$ cat config.mk
export PLATFORM = sky130hd
export DESIGN_NAME = mc_control
export DESIGN_NICKNAME = d
export VERILOG_FILES = /design/src/rtl/mips_pkg.sv /design/src/rtl/mem_wait_timer.sv /design/src/rtl/mc_control.sv
export SDC_FILE = /design/constraint.sdc
export NUM_CORES = 1
export LEC_CHECK = 0
export ABC_CLOCK_PERIOD_IN_PS = 4100
export BUFFER_PORTS_ARGS = -buffer_cell sky130_fd_sc_hd__buf_2
export CORE_ASPECT_RATIO = 0.8
export CORE_MARGIN = 2
export CORE_UTILIZATION = 40
export DETAILED_ROUTE_END_ITERATION = 8
export GPL_TIMING_DRIVEN = 1
export MAX_ROUTING_LAYER = met4
export PLACE_DENSITY = 0.71
export SLEW_MARGIN = 20
export SYNTH_ARGS = -nofsm -noshare
export SYNTH_HDL_FRONTEND = slang
export SYNTH_SLANG_ARGS = --single-unit
export TNS_END_PERCENT = 1
$ cat constraint.sdc
create_clock -name clk -period 4.1 [get_ports clk]
set_input_delay 1.025 -clock clk [delete_from_list [all_inputs] [get_ports clk]]
set_output_delay 1.025 -clock clk [all_outputs]
set_load 0.02 [all_outputs]
$ cat src/rtl/mips_pkg.sv
// Shared encodings for the multicycle MIPS control path.
package mips_pkg;

  localparam logic [5:0] OP_RTYPE = 6'h00;
  localparam logic [5:0] OP_J     = 6'h02;
  localparam logic [5:0] OP_BEQ   = 6'h04;
  localparam logic [5:0] OP_ADDI  = 6'h08;
  localparam logic [5:0] OP_LW    = 6'h23;
  localparam logic [5:0] OP_SW    = 6'h2B;

  localparam logic [1:0] ALU_ADD   = 2'b00;
  localparam logic [1:0] ALU_SUB   = 2'b01;
  localparam logic [1:0] ALU_FUNCT = 2'b10;

  localparam logic [1:0] SRCB_REG    = 2'b00;
  localparam logic [1:0] SRCB_FOUR   = 2'b01;
  localparam logic [1:0] SRCB_IMM    = 2'b10;
  localparam logic [1:0] SRCB_IMM_SH = 2'b11;

  localparam logic [1:0] PCS_ALU    = 2'b00;
  localparam logic [1:0] PCS_ALUOUT = 2'b01;
  localparam logic [1:0] PCS_JUMP   = 2'b10;

  localparam logic [1:0] HALT_NONE    = 2'b00;
  localparam logic [1:0] HALT_ILLEGAL = 2'b01;
  localparam logic [1:0] HALT_TIMEOUT = 2'b10;

  typedef enum logic [3:0] {
    ST_IDLE, ST_FETCH, ST_DECODE, ST_MEM_ADDR, ST_MEM_READ, ST_MEM_WB,
    ST_MEM_WRITE, ST_EXECUTE, ST_R_WB, ST_ADDI_EXEC, ST_ADDI_WB,
    ST_BRANCH, ST_JUMP, ST_HALT
  } mc_state_t;

  // Datapath control word decoded from the current state.
  typedef struct packed {
    logic       pc_write;
    logic       pc_write_cond;
    logic [1:0] pc_source;
    logic       i_or_d;
    logic       mem_read;
    logic       mem_write;
    logic       ir_write;
    logic       mem_to_reg;
    logic       reg_dst;
    logic       reg_write;
    logic       alu_src_a;
    logic [1:0] alu_src_b;
    logic [1:0] alu_op;
    logic       instr_done;
  } mc_ctl_t;

endpackage

$ cat src/rtl/mem_wait_timer.sv
// Memory wait-state watchdog: clear/increment/saturate counter with an
// expired flag at LIMIT. LIMIT of 0 disables expiry.
module mem_wait_timer #(
  parameter int LIMIT = 16,
  parameter int W     = 8
) (
  input  logic clk,
  input  logic rst,
  input  logic clr,
  input  logic inc,
  output logic expired
);

  logic [W-1:0] cnt;

  // Count stalled wait cycles; hold at all-ones rather than wrapping.
  always_ff @(posedge clk or negedge rst) begin
    if (!rst)                   cnt <= '0;
    else if (clr)               cnt <= '0;
    else if (inc && cnt != '1)  cnt <= cnt + W'(1);
  end

  assign expired = (LIMIT != 0) && (cnt == W'(LIMIT));

endmodule

$ cat src/rtl/mc_control.sv
// Multicycle MIPS control FSM: sequences fetch/decode/execute/mem/writeback,
// stalls on mem_ready, halts on illegal opcode or memory timeout.
module mc_control
  import mips_pkg::*;
#(
  parameter int MEM_TIMEOUT  = 16,
  parameter int TO_CNT_WIDTH = 8
) (
  input  logic       clk,
  input  logic       rst,
  input  logic       start,
  input  logic [5:0] opcode,
  input  logic       mem_ready,
  output logic       pc_write,
  output logic       pc_write_cond,
  output logic [1:0] pc_source,
  output logic       i_or_d,
  output logic       mem_read,
  output logic       mem_write,
  output logic       ir_write,
  output logic       mem_to_reg,
  output logic       reg_dst,
  output logic       reg_write,
  output logic       alu_src_a,
  output logic [1:0] alu_src_b,
  output logic [1:0] alu_op,
  output logic       instr_done,
  output logic       halted,
  output logic [1:0] halt_cause
);

  mc_state_t  state, state_nxt;
  logic [1:0] cause_q, cause_nxt;
  logic       wait_st, expired;
  mc_ctl_t    ctl;

  assign wait_st = (state == ST_FETCH) || (state == ST_MEM_READ) ||
                   (state == ST_MEM_WRITE);

  // Counter restarts on every state change, so each wait state starts fresh.
  mem_wait_timer #(.LIMIT(MEM_TIMEOUT), .W(TO_CNT_WIDTH)) u_timer (
    .clk     (clk),
    .rst     (rst),
    .clr     (state_nxt != state),
    .inc     (wait_st && !mem_ready),
    .expired (expired)
  );

  // Next-state selection; a same-cycle mem_ready beats the watchdog.
  always_comb begin
    state_nxt = state;
    cause_nxt = cause_q;
    if (wait_st && !mem_ready && expired) begin
      state_nxt = ST_HALT;
      cause_nxt = HALT_TIMEOUT;
    end else begin
      case (state)
        ST_IDLE:      if (start) state_nxt = ST_FETCH;
        ST_FETCH:     if (mem_ready) state_nxt = ST_DECODE;
        ST_DECODE: begin
          case (opcode)
            OP_RTYPE:     state_nxt = ST_EXECUTE;
            OP_LW, OP_SW: state_nxt = ST_MEM_ADDR;
            OP_ADDI:      state_nxt = ST_ADDI_EXEC;
            OP_BEQ:       state_nxt = ST_BRANCH;
            OP_J:         state_nxt = ST_JUMP;
            default: begin
              state_nxt = ST_HALT;
              cause_nxt = HALT_ILLEGAL;
            end
          endcase
        end
        ST_MEM_ADDR:  state_nxt = (opcode == OP_SW) ? ST_MEM_WRITE : ST_MEM_READ;
        ST_MEM_READ:  if (mem_ready) state_nxt = ST_MEM_WB;
        ST_MEM_WRITE: if (mem_ready) state_nxt = ST_FETCH;
        ST_EXECUTE:   state_nxt = ST_R_WB;
        ST_ADDI_EXEC: state_nxt = ST_ADDI_WB;
        ST_MEM_WB, ST_R_WB, ST_ADDI_WB, ST_BRANCH, ST_JUMP:
                      state_nxt = ST_FETCH;
        ST_HALT:      state_nxt = ST_HALT;
        default:      state_nxt = ST_IDLE;
      endcase
    end
  end

  // State and latched halt cause.
  always_ff @(posedge clk or negedge rst) begin
    if (!rst) begin
      state   <= ST_IDLE;
      cause_q <= HALT_NONE;
    end else begin
      state   <= state_nxt;
      cause_q <= cause_nxt;
    end
  end

  // Control word decode; only FETCH and MEM_WRITE look at mem_ready.
  always_comb begin
    ctl = '0;
    case (state)
      ST_FETCH: begin
        ctl.mem_read  = 1'b1;
        ctl.alu_src_b = SRCB_FOUR;
        ctl.alu_op    = ALU_ADD;
        ctl.pc_source = PCS_ALU;
        ctl.ir_write  = mem_ready;
        ctl.pc_write  = mem_ready;
      end
      ST_DECODE:    ctl.alu_src_b = SRCB_IMM_SH;
      ST_MEM_ADDR, ST_ADDI_EXEC: begin
        ctl.alu_src_a = 1'b1;
        ctl.alu_src_b = SRCB_IMM;
      end
      ST_MEM_READ: begin
        ctl.mem_read = 1'b1;
        ctl.i_or_d   = 1'b1;
      end
      ST_MEM_WB: begin
        ctl.reg_write  = 1'b1;
        ctl.mem_to_reg = 1'b1;
        ctl.instr_done = 1'b1;
      end
      ST_MEM_WRITE: begin
        ctl.mem_write  = 1'b1;
        ctl.i_or_d     = 1'b1;
        ctl.instr_done = mem_ready;
      end
      ST_EXECUTE: begin
        ctl.alu_src_a = 1'b1;
        ctl.alu_src_b = SRCB_REG;
        ctl.alu_op    = ALU_FUNCT;
      end
      ST_R_WB: begin
        ctl.reg_write  = 1'b1;
        ctl.reg_dst    = 1'b1;
        ctl.instr_done = 1'b1;
      end
      ST_ADDI_WB: begin
        ctl.reg_write  = 1'b1;
        ctl.instr_done = 1'b1;
      end
      ST_BRANCH: begin
        ctl.alu_src_a     = 1'b1;
        ctl.alu_src_b     = SRCB_REG;
        ctl.alu_op        = ALU_SUB;
        ctl.pc_write_cond = 1'b1;
        ctl.pc_source     = PCS_ALUOUT;
        ctl.instr_done    = 1'b1;
      end
      ST_JUMP: begin
        ctl.pc_write   = 1'b1;
        ctl.pc_source  = PCS_JUMP;
        ctl.instr_done = 1'b1;
      end
      default: ctl = '0;
    endcase
  end

  assign pc_write      = ctl.pc_write;
  assign pc_write_cond = ctl.pc_write_cond;
  assign pc_source     = ctl.pc_source;
  assign i_or_d        = ctl.i_or_d;
  assign mem_read      = ctl.mem_read;
  assign mem_write     = ctl.mem_write;
  assign ir_write      = ctl.ir_write;
  assign mem_to_reg    = ctl.mem_to_reg;
  assign reg_dst       = ctl.reg_dst;
  assign reg_write     = ctl.reg_write;
  assign alu_src_a     = ctl.alu_src_a;
  assign alu_src_b     = ctl.alu_src_b;
  assign alu_op        = ctl.alu_op;
  assign instr_done    = ctl.instr_done;
  assign halted        = (state == ST_HALT);
  assign halt_cause    = cause_q;

endmodule
==> impl_metrics.env, run 1 <==
export IMPL_irDropWorstVdd_uv=331.1
export IMPL_grt_pass1_wl_um=4609
export IMPL_internal_power_mw=0.4713
export IMPL_vias=1198
export IMPL_setup_viol_count_final=0
export IMPL_finalWorstSetupSlack_ns=1.080
export IMPL_hold_violations=0
export IMPL_drt_iter0_drc=86
export IMPL_pre_cts_ws_ns=1.334
export IMPL_ant_nets=0
export IMPL_synth_seq_cells=14
export IMPL_leakagePower_nw=0.5907
export IMPL_top_layer="met4"
export IMPL_final_cell_mix="buf_2 (29), nor2_1 (20), nor3_1 (15)"
export IMPL_synth_cells=146
export IMPL_hp_class="flip-flop to flip-flop"
export IMPL_yosysSeqAreaShare_pct=29.57
export IMPL_syn_nets=158
export IMPL_wl_met3_um=215
export IMPL_overflow=0
export IMPL_crit_type="flip-flop to primary output"
export IMPL_die_h_um=52.68
export IMPL_layout_commonest_cell="buf_2"
export IMPL_wl_um=2810
export IMPL_ys_warn_count=0
export IMPL_netlist_area_sq_um=1185
export IMPL_insertion_delay_ns=0.24
export IMPL_final_seq_area_sq_um=350.3
export IMPL_hold_path_end="halt_cause[0]"
export IMPL_p_clk_share_pct=13.9
export IMPL_fin_area_sq_um=1394
export IMPL_rsz0062_at_grt="no"
export IMPL_synthArstFlopShare_pct=100.0
export IMPL_num_nets_final=185
export IMPL_vias_per_cell=5.705
export IMPL_dpl_hpwl_um=2163
export IMPL_start_util_pct=42.52
export IMPL_num_rows=17
export IMPL_post_route_drc_count=0
export IMPL_yosysUniqueCellTypes=43
export IMPL_path_clk_slew_ns=0.06
export IMPL_grt_max_degree=19
export IMPL_tns_ns=0
export IMPL_grt_pass1_vias=1011
export IMPL_worstPathMaxFanout=18
export IMPL_start_kind="flip-flop"
export IMPL_io_pins=30
export IMPL_multi_input_area_sq_um=777.0
export IMPL_routedLengthMet1_um=1322
export IMPL_ff2ff_setup_slack_ns=1.69
export IMPL_cts_root_buffer="clkbuf_8"
export IMPL_rr_endpoint="u_timer.cnt[0]"
export IMPL_skew_ns=0.002835
export IMPL_worstRegToRegCells=5
export IMPL_relSlewSlack_pct=59.04
export IMPL_drtPass1Iterations=4
export IMPL_synth_main_ff_cell="dfrtp_1"
export IMPL_cpPeakStageDelay_ns=0.73
export IMPL_status="complete, no violations"
export IMPL_dpl_cell_area_sq_um=1339
export IMPL_fillers=273
export IMPL_synth_area_per_cell_sq_um=8.116
export IMPL_numCtsBuffers=3
export IMPL_place_congestion=0.9149
export IMPL_met2_length_um=1243
export IMPL_whs_path_depth=1
export IMPL_p_comb_share_pct=59.6
export IMPL_die_area_sq_um=3416
export IMPL_critPathRequiredTime_ns=3.07
export IMPL_antenna_cells=0
export IMPL_hold_buffers=0
export IMPL_io_buffers=29
export IMPL_crit_path_end_kind="primary output"
export IMPL_path_cells="inv_1 > nor2_1 > and3_1 > or2_2 > buf_2"
export IMPL_p_sw_mw=0.4769
export IMPL_slowest_stage="dfrtp_1"
export IMPL_drive_above_1_share_pct=23.84
export IMPL_swShare_pct=50.30
export IMPL_maxCapViolations=0
export IMPL_slew_viol_final=0
export IMPL_die_w_um=64.85
export IMPL_tritoncts="yes"
export IMPL_power_density_nw_per_um2=680.3
export IMPL_period_needed_ns=3.020
export IMPL_wl_per_cell_um=13.38
export IMPL_clkSinkCount=14
export IMPL_synth_edff_count=0
export IMPL_cp_arrival_ns=2.00
export IMPL_area_growth_pct=17.63
export IMPL_min_period_over_period_pct=73.67
export IMPL_clock_path_buffers=2
export IMPL_seq_power_share_pct=26.5
export IMPL_post_cts_resized=0
export IMPL_post_cts_buffers=0
export IMPL_fmaxAchievable_mhz=331.1
export IMPL_hp_start="halt_cause[0]"
export IMPL_final_util_pct=50.02
export IMPL_worst_pin_slew_ns=0.6145
export IMPL_htree_num_levels=1
export IMPL_regToRegStartpoint="state[0]"
export IMPL_core_sq_um=2786
export IMPL_antenna_found_initial=0
export IMPL_grtUsageTotal_pct=17.80
how the worst max path moves through the flow:
stage / start / cells past startpoint / slack, ns / end
3_5_place_dp: mem_ready / 4 / 1.33 / pc_write
4_1_cts: state[0] / 5 / 1.13 / pc_write
5_1_grt: state[0] / 5 / 0.95 / pc_write
3_3_place_gp: mem_ready / 4 / 1.36 / pc_write
6_report: state[0] / 5 / 1.08 / pc_write
2_1_floorplan: mem_ready / 2 / 1.49 / pc_write
cells in the mapped netlist, drive strengths merged, types with 3 or more instances:
library cell / count / area share (%)
nor4: 5 / 2.6
nor3: 15 / 6.3
o21ai: 3 / 1.3
clkbuf: 3 / 0.95
buf: 4 / 2.3
o211ai: 3 / 1.9
nand3: 3 / 1.3
nand2: 12 / 3.8
nor2: 20 / 6.3
xnor2: 9 / 6.7
and3: 3 / 1.6
o22ai: 3 / 1.6
or3b: 3 / 2.2
nand2b: 6 / 3.2
o21a: 3 / 1.9
a21oi: 5 / 2.1
inv: 4 / 1.3
dfrtp: 14 / 30
routing by layer:
metal	vias up	GRT usage [%]
met3	4	3.871
met1	560	25.03
met5	-	-
li1	584	-
met4	0	4.965
met2	50	25.60
final cells by class:
class	instances	share of cell area [%]
multi-input combinational	120	55.74
sequential	14	25.13
timing repair buffer	29	10.41
clock buffer	4	3.950
tap	38	3.411
inverter	5	1.346
worst max-delay path, delay by kind of cell (launching register included):
| kind | cells | cell delay [ns] |
|---|---|---|
| buffers and inverters | 2 | 0.40 |
| and+or+nand+nor | 3 | 0.62 |
| DFF | 1 | 0.73 |
power groups by stage:
stage,registers [mW],clock network [mW],logic [mW]
6_report,0.252,0.132,0.565
5_1_grt,0.260,0.143,0.611
4_1_cts,0.249,0.138,0.563
3_5_place_dp,0.251,0,0.562
3_3_place_gp,0.251,0,0.556
2_1_floorplan,0.204,0,0.473
stage by stage:
stage | hold slack, ns | total power, mW | std cells
global route | 0.5417 | 1.014 | 210
CTS | 0.5017 | 0.9501 | 210
detailed placement | 0.4877 | 0.8129 | 206
floorplan | 0.5379 | 0.6762 | 146
global placement | 0.4766 | 0.8071 | 206
finish | 0.5015 | 0.9482 | 210
flip-flops by register name, indices dropped and copies added (netlist names):
signal / count
u_timer.cnt: 8
state: 4
halt_cause: 2
logic make-up (layout without fill, tap and decap cells):
logic type               Yosys count  in the layout  synth area share (%)
flip-flops                        14             14                 29.57
AND/OR/NAND/NOR                   77             77                 34.00
adder cells (fa/ha/maj)            3              3                 2.956
AO/OA/AOI/OAI                     29             29                 20.27
XOR/XNOR                           9              9                 6.653
buffers and inverters             12             38                 4.856
multiplexers                       2              2                 1.690
Power figures use the tool's default switching activity.
==> run 2, diff against run 1 <==
--- a/config.mk
+++ b/config.mk
@@ -5,7 +5,7 @@
 export SDC_FILE = /design/constraint.sdc
 export NUM_CORES = 1
 export LEC_CHECK = 0
-export ABC_CLOCK_PERIOD_IN_PS = 4100
+export ABC_CLOCK_PERIOD_IN_PS = 2800
 export BUFFER_PORTS_ARGS = -buffer_cell sky130_fd_sc_hd__buf_2
 export CORE_ASPECT_RATIO = 0.8
 export CORE_MARGIN = 2
==> constraint.sdc (replaced) <==
create_clock -name clk -period 2.8 [get_ports clk]
set_input_delay 0.7 -clock clk [delete_from_list [all_inputs] [get_ports clk]]
set_output_delay 0.7 -clock clk [all_outputs]
set_load 0.02 [all_outputs]
==> impl_metrics.env, run 2 (synthesis gave the netlist of run 1 again) <==
export IMPL_drt_iter0_drc=31
export IMPL_grt_pass1_vias=1156
export IMPL_maxCapViolations=0
export IMPL_start_kind="flip-flop"
export IMPL_worstSetupStartpoint="state[3]"
export IMPL_leakagePower_nw=0.5883
export IMPL_skew_ns=0.003981
export IMPL_overflow=0
export IMPL_path_clk_slew_ns=0.05
export IMPL_relSlewSlack_pct=65.25
export IMPL_path_cells="clkinv_1 > nand2_1 > o22ai_1 > buf_2"
export IMPL_min_period_over_period_pct=89.23
export IMPL_post_cts_buffers=0
export IMPL_final_util_pct=49.80
export IMPL_holdWs_ns=0.3363
export IMPL_final_cell_mix="buf_2 (29), nor2_1 (20), nor3_1 (15)"
export IMPL_largest_register="u_timer.cnt"
export IMPL_drive_above_1_share_pct=23.84
export IMPL_pre_cts_ws_ns=0.5038
export IMPL_critPathRequiredTime_ns=2.10
export IMPL_tritoncts="yes"
export IMPL_io_pins=30
export IMPL_vias=1193
export IMPL_cp_num_buf_inv=2
export IMPL_ff2ff_setup_slack_ns=0.50
export IMPL_cp_endpoint="reg_write"
export IMPL_status="complete, no violations"
export IMPL_slew_viol_final=0
export IMPL_path_depth=4
export IMPL_period_needed_ns=2.498
export IMPL_insertion_delay_ns=0.25
export IMPL_power_density_nw_per_um2=988.2
export IMPL_crit_type="flip-flop to primary output"
export IMPL_start_util_pct=42.52
export IMPL_rsz0062_at_grt="no"
export IMPL_clock_path_buffers=2
export IMPL_finalPower_mw=1.371
export IMPL_cp_top_family="flip-flops"
export IMPL_multi_input_area_sq_um=777.0
export IMPL_cpPeakStageDelay_ns=0.54
export IMPL_num_rows=17
export IMPL_crit_path_end_kind="primary output"
export IMPL_antenna_cells=0
export IMPL_die_area_sq_um=3416
export IMPL_cp_arrival_ns=1.80
export IMPL_rr_endpoint="u_timer.cnt[1]"
export IMPL_hp_class="primary input to asynchronous set/reset pin"
export IMPL_hold_buffers=0
export IMPL_grt_max_degree=18
export IMPL_setup_viol_count_final=0
export IMPL_numCtsBuffers=3
export IMPL_antenna_found_initial=0
export IMPL_worst_pin_slew_ns=0.5213
export IMPL_ant_nets=0
export IMPL_hold_violations=0
export IMPL_die_h_um=52.68
export IMPL_regToRegStartpoint="state[1]"
export IMPL_cts_root_buffer="clkbuf_8"
export IMPL_wl_um=2904
export IMPL_grt_pass1_wl_um=5237
export IMPL_io_buffers=29
export IMPL_grtUsageTotal_pct=20.54
export IMPL_clkSinkCount=14
export IMPL_worstRegToRegCells=5
export IMPL_worstPathMaxFanout=10
export IMPL_largest_reg_flops=8
export IMPL_die_w_um=64.85
export IMPL_fillers=281
export IMPL_post_route_drc_count=0
export IMPL_place_congestion=0.9161
export IMPL_vias_per_cell=5.681
export IMPL_num_nets_final=186
export IMPL_dpl_hpwl_um=2225
export IMPL_finalWorstSetupSlack_ns=0.3017
export IMPL_layout_commonest_cell="buf_2"
export IMPL_fmaxAchievable_mhz=400.3
export IMPL_area_growth_pct=17.11
export IMPL_slowest_stage="dfrtp_1"
export IMPL_core_sq_um=2786
export IMPL_post_cts_resized=0
export IMPL_tns_ns=0
export IMPL_wl_per_cell_um=13.83
export IMPL_drtPass1Iterations=4
export IMPL_final_seq_area_sq_um=350.3
export IMPL_irDropWorstVdd_uv=504.6
export IMPL_htree_num_levels=1
-- run 2: changes by cell type in the layout (fill, tap and decap cells not counted), sizes merged --
cell	before	now
buf	29	30
clkbuf	4	3
-- run 2: area by class of cell --
class	instances	area share, %
clock buffers	3	2.976
inverters	5	1.353
multi-input cells	120	56.00
flip-flops and latches	14	25.25
well taps	38	3.427
repair buffers	30	11.00
-- run 2: worst register-to-register path: stages, from the launching register on --
cell,delay [ns]
dfrtp_1,0.56
or3b_1,0.48
a2111o_1,0.54
o311a_2,0.19
a22oi_4,0.29
nor3_1,0.11
-- run 2: power breakdown --
part           leakage [nW]  total (mW)  internal, mW  switching [mW]
Sequential            0.185       0.353         0.246           0.107
Combinational         0.381       0.857         0.329           0.528
Clock                0.0216       0.161        0.0950          0.0660
-- run 2: worst min path at each step --
stage / start / end / cells after the start
CTS: rst / u_timer.cnt[3] / 1
finish: rst / u_timer.cnt[3] / 1
global route: rst / state[0] / 1
floorplan: rst / halt_cause[0] / 0
detailed placement: halt_cause[0] / halt_cause[0] / 1
global placement: halt_cause[0] / halt_cause[0] / 1
-- run 2: per-stage QoR --
stage | std cells | area [sq um]
floorplan | 146 | 1185
global placement | 207 | 1346
detailed placement | 207 | 1346
CTS | 210 | 1388
global route | 210 | 1388
finish | 210 | 1388
-- run 2: metal layers --
layer	wire (um)	vias up	global-route usage, %
met4	13	0	6.028
met5	0	-	-
met1	1362	579	25.92
met2	1398	28	33.16
li1	-	584	-
met3	129	2	4.731
